**config.mk**
```make
export PLATFORM = sky130hd
export DESIGN_NAME = imem_loader
export DESIGN_NICKNAME = d
export VERILOG_FILES = /design/src/rtl/loader_pkg.sv /design/src/rtl/word_assembler.sv /design/src/rtl/imem_loader.sv
export SDC_FILE = /design/constraint.sdc
export NUM_CORES = 1
export LEC_CHECK = 0
export BUFFER_PORTS_ARGS = -buffer_cell sky130_fd_sc_hd__buf_2
export CAP_MARGIN = 20
export CORE_MARGIN = 8
export CORE_UTILIZATION = 62
export CTS_CLUSTER_SIZE = 20
export DETAILED_ROUTE_END_ITERATION = 10
export PLACE_DENSITY = 0.84
export REMOVE_ABC_BUFFERS = 1
export SETUP_SLACK_MARGIN = 0.5
export SYNTH_ARGS = -nofsm -noshare
export SYNTH_HDL_FRONTEND = slang
export SYNTH_SLANG_ARGS = --single-unit
```
**constraint.sdc**
```tcl
create_clock -name sys_clk -period 6.5 [get_ports sys_clk]
set_input_delay 0.65 -clock sys_clk [delete_from_list [all_inputs] [get_ports sys_clk]]
set_output_delay 0.65 -clock sys_clk [all_outputs]
set_load 0.02 [all_outputs]
```
**src/rtl/loader_pkg.sv**
```systemverilog
// Shared types and frame constants for the imem boot loader.
// Latency: n/a (types, constants and one pure helper function only).
// Backpressure: n/a.
// Contents: state_t (loader FSM states), MAGIC_DEFAULT, LEN_W, CSUM_W,
//           in_frame() = true while the loader is inside a frame and waiting for bytes.
package loader_pkg;

   typedef enum logic [2:0] {
      ST_IDLE,
      ST_LEN0,
      ST_LEN1,
      ST_DATA,
      ST_CSUM,
      ST_DONE,
      ST_ERR
   } state_t;

   localparam logic [7:0] MAGIC_DEFAULT = 8'hA5;
   localparam int         LEN_W         = 16;   // word-count field
   localparam int         CSUM_W        = 8;    // checksum field

   // States in which the loader is part-way through a frame.
   function automatic logic in_frame(input state_t s);
      return (s == ST_LEN0) || (s == ST_LEN1) || (s == ST_DATA) || (s == ST_CSUM);
   endfunction

endpackage

```
**src/rtl/word_assembler.sv**
```systemverilog
// Packs four little-endian bytes into a 32-bit word for the imem write port.
// Latency: o_word_vld/o_word_dat register one cycle after the 4th byte; o_byte_last is combinational.
// Backpressure: none; accepts one byte per cycle indefinitely.
// Ports: i_clk, i_rst (sync, active-high), i_clr (restart clear), i_byte_vld/i_byte_dat (byte in),
//        o_byte_last (this byte completes a word), o_word_vld/o_word_dat (one-cycle word pulse).
module word_assembler (
   input  logic        i_clk,
   input  logic        i_rst,
   input  logic        i_clr,
   input  logic        i_byte_vld,
   input  logic [7:0]  i_byte_dat,
   output logic        o_byte_last,
   output logic        o_word_vld,
   output logic [31:0] o_word_dat
);

   logic [1:0]  r_cnt;
   logic [23:0] r_shift;      // three most recent bytes, oldest in [7:0]
   logic        r_word_vld;
   logic [31:0] r_word;

   assign o_byte_last = i_byte_vld && (r_cnt == 2'd3);

   always_ff @(posedge i_clk) begin
      if (i_rst) begin
         r_cnt      <= 2'd0;
         r_shift    <= 24'd0;
         r_word_vld <= 1'b0;
         r_word     <= 32'd0;
      end else begin
         r_word_vld <= o_byte_last && !i_clr;
         if (i_clr) begin
            r_cnt   <= 2'd0;
            r_shift <= 24'd0;
         end else if (i_byte_vld) begin
            r_cnt   <= r_cnt + 2'd1;
            r_shift <= {i_byte_dat, r_shift[23:8]};
            // First byte received lands in bits 7:0 of the finished word.
            if (o_byte_last) begin
               r_word <= {i_byte_dat, r_shift};
            end
         end
      end
   end

   assign o_word_vld = r_word_vld;
   assign o_word_dat = r_word;

endmodule

```
**src/rtl/imem_loader.sv**
```systemverilog
// Boot loader: parses MAGIC/LEN/data/CSUM frames from a byte stream, writes imem, releases the CPU.
// Latency: imem_we one cycle after the 4th byte of each word; status outputs one cycle after the deciding byte.
// Backpressure: none; a byte may arrive every cycle and none are dropped.
// Ports: sys_clk, sys_rst (sync, active-high); rx_data/rx_valid (byte stream in);
//        imem_we/imem_addr/imem_wdata (imem write port); cpu_rst_hold, load_done, load_err (status).
// Build option: define LOADER_TIMEOUT_EN to abort to ERR after TIMEOUT_CYC silent cycles inside a frame.
module imem_loader
   import loader_pkg::*;
#(
   parameter int         ADDR_W      = 12,
   parameter logic [7:0] MAGIC       = MAGIC_DEFAULT,
   parameter int         TIMEOUT_CYC = 1000000
) (
   input  logic              sys_clk,
   input  logic              sys_rst,
   input  logic [7:0]        rx_data,
   input  logic              rx_valid,
   output logic              imem_we,
   output logic [ADDR_W-1:0] imem_addr,
   output logic [31:0]       imem_wdata,
   output logic              cpu_rst_hold,
   output logic              load_done,
   output logic              load_err
);

   // One extra bit so a full memory (N = 2^ADDR_W) counts without wrapping.
   localparam int IDX_W = ADDR_W + 1;

   state_t              r_state;
   state_t              w_state_nxt;
   logic                w_restart;
   logic [LEN_W-1:0]    r_len;
   logic [LEN_W-1:0]    w_len_full;
   logic [IDX_W-1:0]    r_word_idx;
   logic [CSUM_W-1:0]   r_csum;
   logic [ADDR_W-1:0]   r_addr;
   logic                w_asm_vld;
   logic                w_byte_last;
   logic                w_idx_last;
   logic                w_word_vld;
   logic [31:0]         w_word_dat;
   logic                w_tmo_hit;

   assign w_len_full = {rx_data, r_len[7:0]};
   assign w_asm_vld  = rx_valid && (r_state == ST_DATA);
   assign w_idx_last = (32'(r_word_idx) + 32'd1) == 32'(r_len);

   word_assembler u_asm (
      .i_clk       (sys_clk),
      .i_rst       (sys_rst),
      .i_clr       (w_restart),
      .i_byte_vld  (w_asm_vld),
      .i_byte_dat  (rx_data),
      .o_byte_last (w_byte_last),
      .o_word_vld  (w_word_vld),
      .o_word_dat  (w_word_dat)
   );

`ifdef LOADER_TIMEOUT_EN
   localparam int TMO_W = $clog2(TIMEOUT_CYC + 1);
   logic [TMO_W-1:0] r_tmo;

   // Counts silent cycles while inside a frame; any byte reloads it.
   always_ff @(posedge sys_clk) begin
      if (sys_rst || rx_valid || !in_frame(r_state)) begin
         r_tmo <= '0;
      end else if (!w_tmo_hit) begin
         r_tmo <= r_tmo + TMO_W'(1);
      end
   end

   assign w_tmo_hit = in_frame(r_state) && !rx_valid && (r_tmo == TMO_W'(TIMEOUT_CYC - 1));
`else
   logic w_unused_tmo;
   assign w_unused_tmo = (TIMEOUT_CYC == 0);
   assign w_tmo_hit    = 1'b0;
`endif

   // State register.
   always_ff @(posedge sys_clk) begin
      if (sys_rst) begin
         r_state <= ST_IDLE;
      end else begin
         r_state <= w_state_nxt;
      end
   end

   // Next-state logic; every transition is qualified by a received byte.
   always_comb begin
      w_state_nxt = r_state;
      w_restart   = 1'b0;
      if (rx_valid) begin
         case (r_state)
            ST_IDLE, ST_DONE, ST_ERR: begin
               if (rx_data == MAGIC) begin
                  w_state_nxt = ST_LEN0;
                  w_restart   = 1'b1;
               end
            end
            ST_LEN0: w_state_nxt = ST_LEN1;
            ST_LEN1: begin
               if (32'(w_len_full) > (32'd1 << ADDR_W)) begin
                  w_state_nxt = ST_ERR;
               end else if (w_len_full == '0) begin
                  w_state_nxt = ST_CSUM;
               end else begin
                  w_state_nxt = ST_DATA;
               end
            end
            ST_DATA: begin
               if (w_byte_last && w_idx_last) begin
                  w_state_nxt = ST_CSUM;
               end
            end
            ST_CSUM: begin
               w_state_nxt = (rx_data == r_csum) ? ST_DONE : ST_ERR;
            end
            default: w_state_nxt = ST_IDLE;
         endcase
      end
      if (w_tmo_hit) begin
         w_state_nxt = ST_ERR;
      end
   end

   // Frame datapath: length, word index, checksum and write address.
   always_ff @(posedge sys_clk) begin
      if (sys_rst) begin
         r_len      <= '0;
         r_word_idx <= '0;
         r_csum     <= '0;
         r_addr     <= '0;
      end else if (w_restart) begin
         r_len      <= '0;
         r_word_idx <= '0;
         r_csum     <= '0;
      end else if (rx_valid) begin
         case (r_state)
            ST_LEN0: r_len[7:0]  <= rx_data;
            ST_LEN1: r_len[15:8] <= rx_data;
            ST_DATA: begin
               r_csum <= r_csum + rx_data;
               // Address is captured alongside the word so both appear in the write cycle.
               if (w_byte_last) begin
                  r_addr     <= r_word_idx[ADDR_W-1:0];
                  r_word_idx <= r_word_idx + IDX_W'(1);
               end
            end
            default: ;
         endcase
      end
   end

   assign imem_we      = w_word_vld;
   assign imem_addr    = r_addr;
   assign imem_wdata   = w_word_dat;
   assign cpu_rst_hold = (r_state != ST_DONE);
   assign load_done    = (r_state == ST_DONE);
   assign load_err     = (r_state == ST_ERR);

endmodule

```
==> key figures, run 1 <==
Run status
  – Status: complete, no violations

Worst setup path
  – CP Class: flip-flop to flip-flop
  – CP required: between 6000 and 7000 ps
  – Worst endpoint data arrival time: 3560 ps
  – Crit path cell chain: and4b_1 -> buf_4 -> and2_2 -> o2111ai_1 -> nor4bb_1 -> and4_1 -> o41ai_2
  – Crit-path max cell delay: 870 ps
  – Critical Path Source Type: flip-flop
  – Endpoint type of the worst setup path: flip-flop
  – CP Max Fanout: a little over 50
  – Critical-path top delay cell: and2_2

GRT
  – Initial antenna violation count: 0
  – Total track usage: 20.9%
  – Pin count of the biggest net entering global routing: 64
  – Total grt overflow: 0
  – Vias in the first global route: ~4300
  – First-pass GRT wire length: between 15000 and 20000 um

Die
  – Core box area: 8050 sq um
  – Die width: 106 um
  – Die Y: 106 um
  – # IOs: 59
  – Starting density of the core: 62.7%
  – Die area: 11300 sq um
  – # rows: 33

Clocking
  – Clock-pin slew on the worst setup and hold paths: 110 ps
  – Resized Gates After CTS: 0
  – Hold-fix buffers, CTS: 0
  – Post-CTS setup buffer count: 0
  – Clk buf depth: 2
  – Clock sink count: 111
  – H-Tree Depth: 3
  – CTS tree: yes
  – Root buf cell: clkbuf_8
  – Total CTS buffers: 9
  – Worst-skew pair later-pin latency: 380 ps

Synthesis
  – Sequential area share after synthesis: between 40% and 50%
  – EDFF count, synth: 0
  – Gate Count Post-Synth: 646
  – Number of synthesized register bits: approximately 110
  – Number of synthesis warnings: 0
  – Synthesized area: 5040 sq um
  – Syn avg cell area: 7.81 sq um
  – Area leader, netlist: dfxtp_1
  – Asr flop ratio synth: 0%
  – Most common cell in the netlist: nand2_1
  – Synth top area share: 44.0%
  – Synth top area cells: dfxtp_1, nand2_1, a21oi_1
  – Unique masters post-synth: 60
  – Commonest cells post-synth: nand2_1, dfxtp_1, a21oi_1, nor2_1, clkbuf_1
  – Synth Flop Type: dfxtp_1

Routing
  – Vias: 4474
  – Final ANT Viol Nets: 0
  – Vias/cell: 5.72
  – DR iter-0 viols: 247
  – WL final: 11700 um
  – Avg WL per Cell: 14.9 um
  – DRC: 0
  – DRT Pass-1 Iters: 4

Cells and area
  – Layout Nets: about 690
  – N_diodes: 0
  – Share of cells above drive strength 1: 13.9%
  – Fin area: ~5500 sq um
  – Area growth, synth to finish: 8.41%

Timing
  – Final Hold Viols: 0
  – Worst slew pin tran: 972 ps
  – Final Cycle Share: 51.0%
  – Final Slew Violations: 0
  – Unrepaired setup endpoints after global routing: no
  – Min Tclk post-route: around 3300 ps
  – Final Setup Violations: 0
  – Setup_tns: 0 ps
  – Slew margin rel.: 35.2%
  – Hold Worst Slack: 456 ps
  – Clock Skew: 9.04 ps
  – Maximum clock rate: 302 MHz

Placement
  – DP Area: approximately 5300 sq um
  – Detailed Place HPWL: 7900 um
  – # port buffers: 58
  – GPL Wtd Cong: 0.931

Job
  – MaxCap Viol Count: 0

Power
  – Leakage power: 1.99 nW
  – Power Dens Cells: 201 nW/um^2
  – Worst vdd ir: 0.121 mV

Worst hold path
  – HP Class: flip-flop to flip-flop
## path summary, 6_finish.rpt
check	from	to	slack (ps)	cells after the start
setup / recovery	r_state[0]	r_state[1]	3180	7
hold / removal	u_asm.o_word_dat[3]	u_asm.o_word_dat[3]	460	2
setup reg to reg	r_state[0]	r_state[1]	3180	7
hold reg to reg	u_asm.o_word_dat[3]	u_asm.o_word_dat[3]	460	2
## logic make-up (layout without fill, tap and decap cells)
| family | Yosys count | count (layout) | synth area share (%) |
|---|---|---|---|
| buf+inv | 63 | 94 | 5.58 |
| fa+ha+maj | 10 | 10 | 2.63 |
| mux | 1 | 1 | 0.223 |
| simple gates | 290 | 290 | 25.8 |
| xor+xnor | 28 | 28 | 4.86 |
| compound gates | 143 | 143 | 16.9 |
| flops | 111 | 111 | 44.0 |
## cell usage in the layout, fill, tap and decap left out, drive strengths merged, types with 3 or more instances in the layout
cell,Yosys,final
nor4,8,8
nor2b,7,7
inv,17,19
and3,4,4
nor3,9,9
clkbuf,19,9
o21ai,11,11
a31oi,3,3
and4,4,4
buf,27,62
xnor2,16,16
ha,9,9
or3,4,4
nand3,10,10
dfxtp,111,111
a2111oi,5,5
and4b,3,3
nand2,195,195
a21oi,100,100
xor2,12,12
nor2,29,29
nand4,6,6
and2,3,3
## sequential cells by signal, indices dropped and copies added (netlist names)
signal	flops
imem_addr	12
r_csum	8
r_len	16
r_state	3
r_word_idx	13
u_asm.o_word_dat	32
u_asm.o_word_vld	1
u_asm.r_cnt	2
u_asm.r_shift	24
## worst max-delay path: cells and delay by family (launching register included)
family | cells | cell delay (ps)
buf+inv | 1 | 330
compound gates | 2 | 440
simple gates | 4 | 1840
flops | 1 | 540
## area by class of cell
| type | instances | area, sq um |
|---|---|---|
| sequential | 111 | 2220 |
| multi-input combinational | 472 | 2550 |
| fill | 701 | 2580 |
| clock inverter | 6 | 57.6 |
| tap | 105 | 131 |
| timing repair buffer | 62 | 320 |
| inverter | 17 | 63.8 |
| clock buffer | 9 | 124 |
## through the flow
| step | setup WS [ps] | util (%) | cells | total power, W |
|---|---|---|---|---|
| 4_1_cts | 3270 | 67.9 | 782 | 0.00111 |
| 3_3_place_gp | 3240 | 65.7 | 767 | 0.000728 |
| 2_1_floorplan | 3020 | - | 600 | 0.000709 |
| 5_1_grt | 2990 | 67.9 | 782 | 0.00114 |
| 3_5_place_dp | 3020 | 65.7 | 767 | 0.000729 |
| 6_report | 3180 | 67.9 | 782 | 0.00110 |
## routing by layer
metal | GRT usage, % | wire length (um) | vias to the layer above
li1 | - | - | 2229
met1 | 25.3 | 4980 | 2107
met2 | 35.6 | 5920 | 114
met3 | 3.45 | 543 | 24
met4 | 9.35 | 238 | 0
met5 | 0 | 0 | -
## report_power, final
part	switching, W	internal, W	total, W
clock network	0.000244	0.000144	0.000388
logic	0.0000250	0.00000811	0.0000331
registers	0.000000249	0.000680	0.000680
(Power assumes the default switching activity.)
==> run 2: changes to the inputs <==
--- a/config.mk
+++ b/config.mk
@@ -5,13 +5,14 @@
 export SDC_FILE = /design/constraint.sdc
 export NUM_CORES = 1
 export LEC_CHECK = 0
+export ABC_AREA = 1
 export BUFFER_PORTS_ARGS = -buffer_cell sky130_fd_sc_hd__buf_2
 export CAP_MARGIN = 20
 export CORE_MARGIN = 8
-export CORE_UTILIZATION = 62
+export CORE_UTILIZATION = 58
 export CTS_CLUSTER_SIZE = 20
 export DETAILED_ROUTE_END_ITERATION = 10
-export PLACE_DENSITY = 0.84
+export PLACE_DENSITY = 0.79
 export REMOVE_ABC_BUFFERS = 1
 export SETUP_SLACK_MARGIN = 0.5
 export SYNTH_ARGS = -nofsm -noshare
==> constraint.sdc (replaced) <==
create_clock -name sys_clk -period 3.5 [get_ports sys_clk]
set_input_delay 0.35 -clock sys_clk [delete_from_list [all_inputs] [get_ports sys_clk]]
set_output_delay 0.35 -clock sys_clk [all_outputs]
set_load 0.02 [all_outputs]
==> run 2 against run 1 <==
Register-to-register slack got worse by 2000 ps. Clock-buffer cell count increased by 1. Sequential share of layout area is 0.53 points lower. Clock power is 100% higher. Sequential power is 90% higher. Critical path depth grew 1. Via count up 5.5%. Worst hold slack worse by 250 ps. Clock skew shrank 1.1 ps. Area after synthesis is 1.1% lower. Flip-flop and latch count is the same. Synthesized cell count increased by 7.3%. Highest routed layer unchanged.
==> key figures, run 2 <==
Run status
  – Status: complete, no violations

GRT
  – Pin count of the biggest net entering global routing: 45 (-30%)
  – Total track usage: 20.9% (about the same)
  – Total grt overflow: 0 (unchanged)
  – Initial antenna violation count: 0 (unchanged)
  – First-pass GRT wire length: 20400 um (+3.7%)
  – Vias in the first global route: 4372 (+2.1%)

Timing
  – Final Hold Viols: 0 (unchanged)
  – Final Setup Violations: 0 (unchanged)
  – Setup_tns: 0 ps (unchanged)
  – Slew margin rel.: 58.2% (+23 points)
  – Worst slew pin tran: 626 ps (-346 ps)
  – Unrepaired setup endpoints after global routing: no
  – Maximum clock rate: 426 MHz (+41%)
  – Min Tclk post-route: 2350 ps (-969 ps)
  – Final Slew Violations: 0 (unchanged)
  – Final setup margin: 1150 ps (-2030 ps)
  – Final Cycle Share: 67.0% (+16 points)
  – Clock Skew: 7.98 ps (-1.06 ps)

Routing
  – DRT Pass-1 Iters: 5 (+1)
  – WL final: 12100 um (+3.4%)
  – Avg WL per Cell: 14.2 um (-5.0%)
  – Vias: 4721 (+5.5%)
  – Final ANT Viol Nets: 0 (unchanged)
  – DR iter-0 viols: 321 (+30%)
  – Vias/cell: 5.55 (-3.0%)
  – DRC: 0 (unchanged)

Cells and area
  – Layout fillers: 763 (+8.8%)
  – Fin area: 5540 sq um (+1.3%)
  – Non-filler cells in the finished layout: 851 (+8.8%)
  – Max reg flops: 32 (unchanged)
  – Fin util: 64.8% (-3.1 points)
  – Multi-input logic area: 2410 sq um (-5.4%)
  – Most common cell after layout, fill and taps aside: nand2_1
  – Share of cells above drive strength 1: 14.3% (+0.38 points)
  – Layout Nets: 759 (+9.4%)
  – Most frequent cells in the layout: nand2_1, dfxtp_1, nor2_1
  – FF/Latch Area: 2220 sq um (unchanged)
  – N_diodes: 0 (unchanged)
  – Area growth, synth to finish: 11.1%

Synthesis
  – Area leader, netlist: dfxtp_1
  – Commonest cells post-synth: nand2_1, dfxtp_1, nor2_1, a21oi_1, o21ai_0
  – Asr flop ratio synth: 0% (unchanged)
  – EDFF count, synth: 0 (unchanged)
  – Synth top area cells: dfxtp_1, nand2_1, a21oi_1
  – Syn avg cell area: 7.20 sq um (-7.8%)
  – Synth top area share: 44.5% (+0.50 points)
  – Synth Flop Type: dfxtp_1
  – Number of synthesized register bits: 111 (unchanged)
  – Most common cell in the netlist: nand2_1
  – Unique masters post-synth: 37 (-38%)
  – Synthesized area: 4990 sq um (-1.1%)
  – Number of synthesis warnings: 0 (unchanged)
  – Gate Count Post-Synth: 693 (+7.3%)
  – Sequential area share after synthesis: 44.5% (+0.50 points)

Worst setup path
  – Crit path cell chain: inv_2 -> nand4_4 -> buf_4 -> nor2_4 -> buf_4 -> inv_2 -> nor2_1 -> a211oi_1
  – Endpoint type of the worst setup path: flip-flop
  – Critical Path Source Type: flip-flop
  – Worst endpoint data arrival time: 2630 ps (-930 ps)
  – CP Class: flip-flop to flip-flop
  – Critical-path top delay cell: inv_2
  – CP required: 3780 ps (-2960 ps)
  – CP Max Fanout: 43 (-16%)
  – Crit-path max cell delay: 510 ps (-360 ps)

Power
  – Power Dens Cells: 404 nW/um^2 (+100%)
  – Psw: 0.000572 W (+110%)
  – Clock Power Share: 34.7% (-0.5 points)
  – Pint: 0.00167 W (+100%)
  – Worst vdd ir: 0.241 mV (+98%)
  – Sw frac: 25.5% (+1.1 points)
  – Comb power frac: 7.7% (+4.7 points)
  – Reg power frac: 57.7% (-4.1 points)
  – Leakage power: 2.43 nW (+22%)

Worst hold path
  – HP Class: input port to flip-flop

Placement
  – Detailed Place HPWL: 8320 um (+5.3%)
  – DP Area: 5350 sq um (+1.1%)
  – # port buffers: 58 (unchanged)
  – Pre-CTS worst setup slack: 1200 ps (-1820 ps)
  – Inst Count DP: 835 (+8.9%)
  – GPL Wtd Cong: 0.861 (-7.5%)

Clocking
  – Hold-fix buffers, CTS: 0 (unchanged)
  – Clock-pin slew on the worst setup and hold paths: 100 ps (about the same)
  – Root buf cell: clkbuf_8
  – Clk buf depth: 2 (unchanged)
  – H-Tree Depth: 3 (unchanged)
  – Clock sink count: 111 (unchanged)
  – Total CTS buffers: 9 (unchanged)
  – Worst-skew pair later-pin latency: 360 ps (-20 ps)
  – Resized Gates After CTS: 0 (unchanged)
  – Post-CTS setup buffer count: 0 (unchanged)
  – CTS tree: yes

Die
  – Die width: 109 um (+2.4%)
  – Die area: 11800 sq um (+4.8%)
  – # rows: 34 (+3.0%)
  – Starting density of the core: 58.3% (-4.3 points)
  – Die Y: 109 um (+2.4%)
  – Core box area: 8550 sq um (+6.2%)
  – # IOs: 59 (unchanged)

Job
  – MaxCap Viol Count: 0 (unchanged)
[run 2: cells by family after synthesis]
logic type | Yosys count | synth area share (%)
xor+xnor | 6 | 1.05
simple gates | 325 | 29.1
compound gates | 149 | 15.6
buf+inv | 92 | 7.10
fa+ha+maj | 10 | 2.66
flops | 111 | 44.5
[run 2: per-stage QoR]
step	hold slack, ps	power, W
final	206	0.00224
after global routing	190	0.00232
after CTS	197	0.00225
after detailed placement	456	0.00149
after global placement	449	0.00148
after floorplan	412	0.00142
[run 2: area by class of cell]
cell class | count | share of cell area [%]
multi-input combinational | 490 | 43.5
sequential | 111 | 40.1
timing repair buffer | 66 | 6.32
inverter | 60 | 4.06
tap | 108 | 2.44
clock buffer | 10 | 2.30
clock inverter | 6 | 1.24
[run 2: path summary, 6_finish.rpt]
check / startpoint / end / cells past startpoint / slack [ps]
worst max-delay path: r_state[2] / r_word_idx[7] / 8 / 1150
worst max register to register: r_state[2] / r_word_idx[7] / 8 / 1150
worst min register to register: imem_addr[0] / imem_addr[0] / 2 / 470
worst min-delay path: sys_rst / r_state[2] / 2 / 210
[run 2: routing by layer]
layer	global-route usage [%]	part of all wire [%]	up-vias
met2	33.3	47	135
met5	0	0	-
li1	-	-	2370
met4	6.94	0.93	0
met3	2.66	5.0	10
met1	28.7	47	2206
[run 2: critical path, delay by kind of cell (launching register included)]
family	cells	cell delay, ps
AO/OA/AOI/OAI	1	230
flip-flops	1	460
buffers and inverters	4	1270
AND/OR/NAND/NOR	3	280
[run 2: power by group through the flow]
stage | combinational [W] | clock, W | sequential [W]
after floorplan | 0.000108 | 0 | 0.00132
after global placement | 0.000162 | 0 | 0.00132
after detailed placement | 0.000167 | 0 | 0.00132
after CTS | 0.000169 | 0.000793 | 0.00129
after global routing | 0.000191 | 0.000837 | 0.00129
final | 0.000172 | 0.000777 | 0.00129
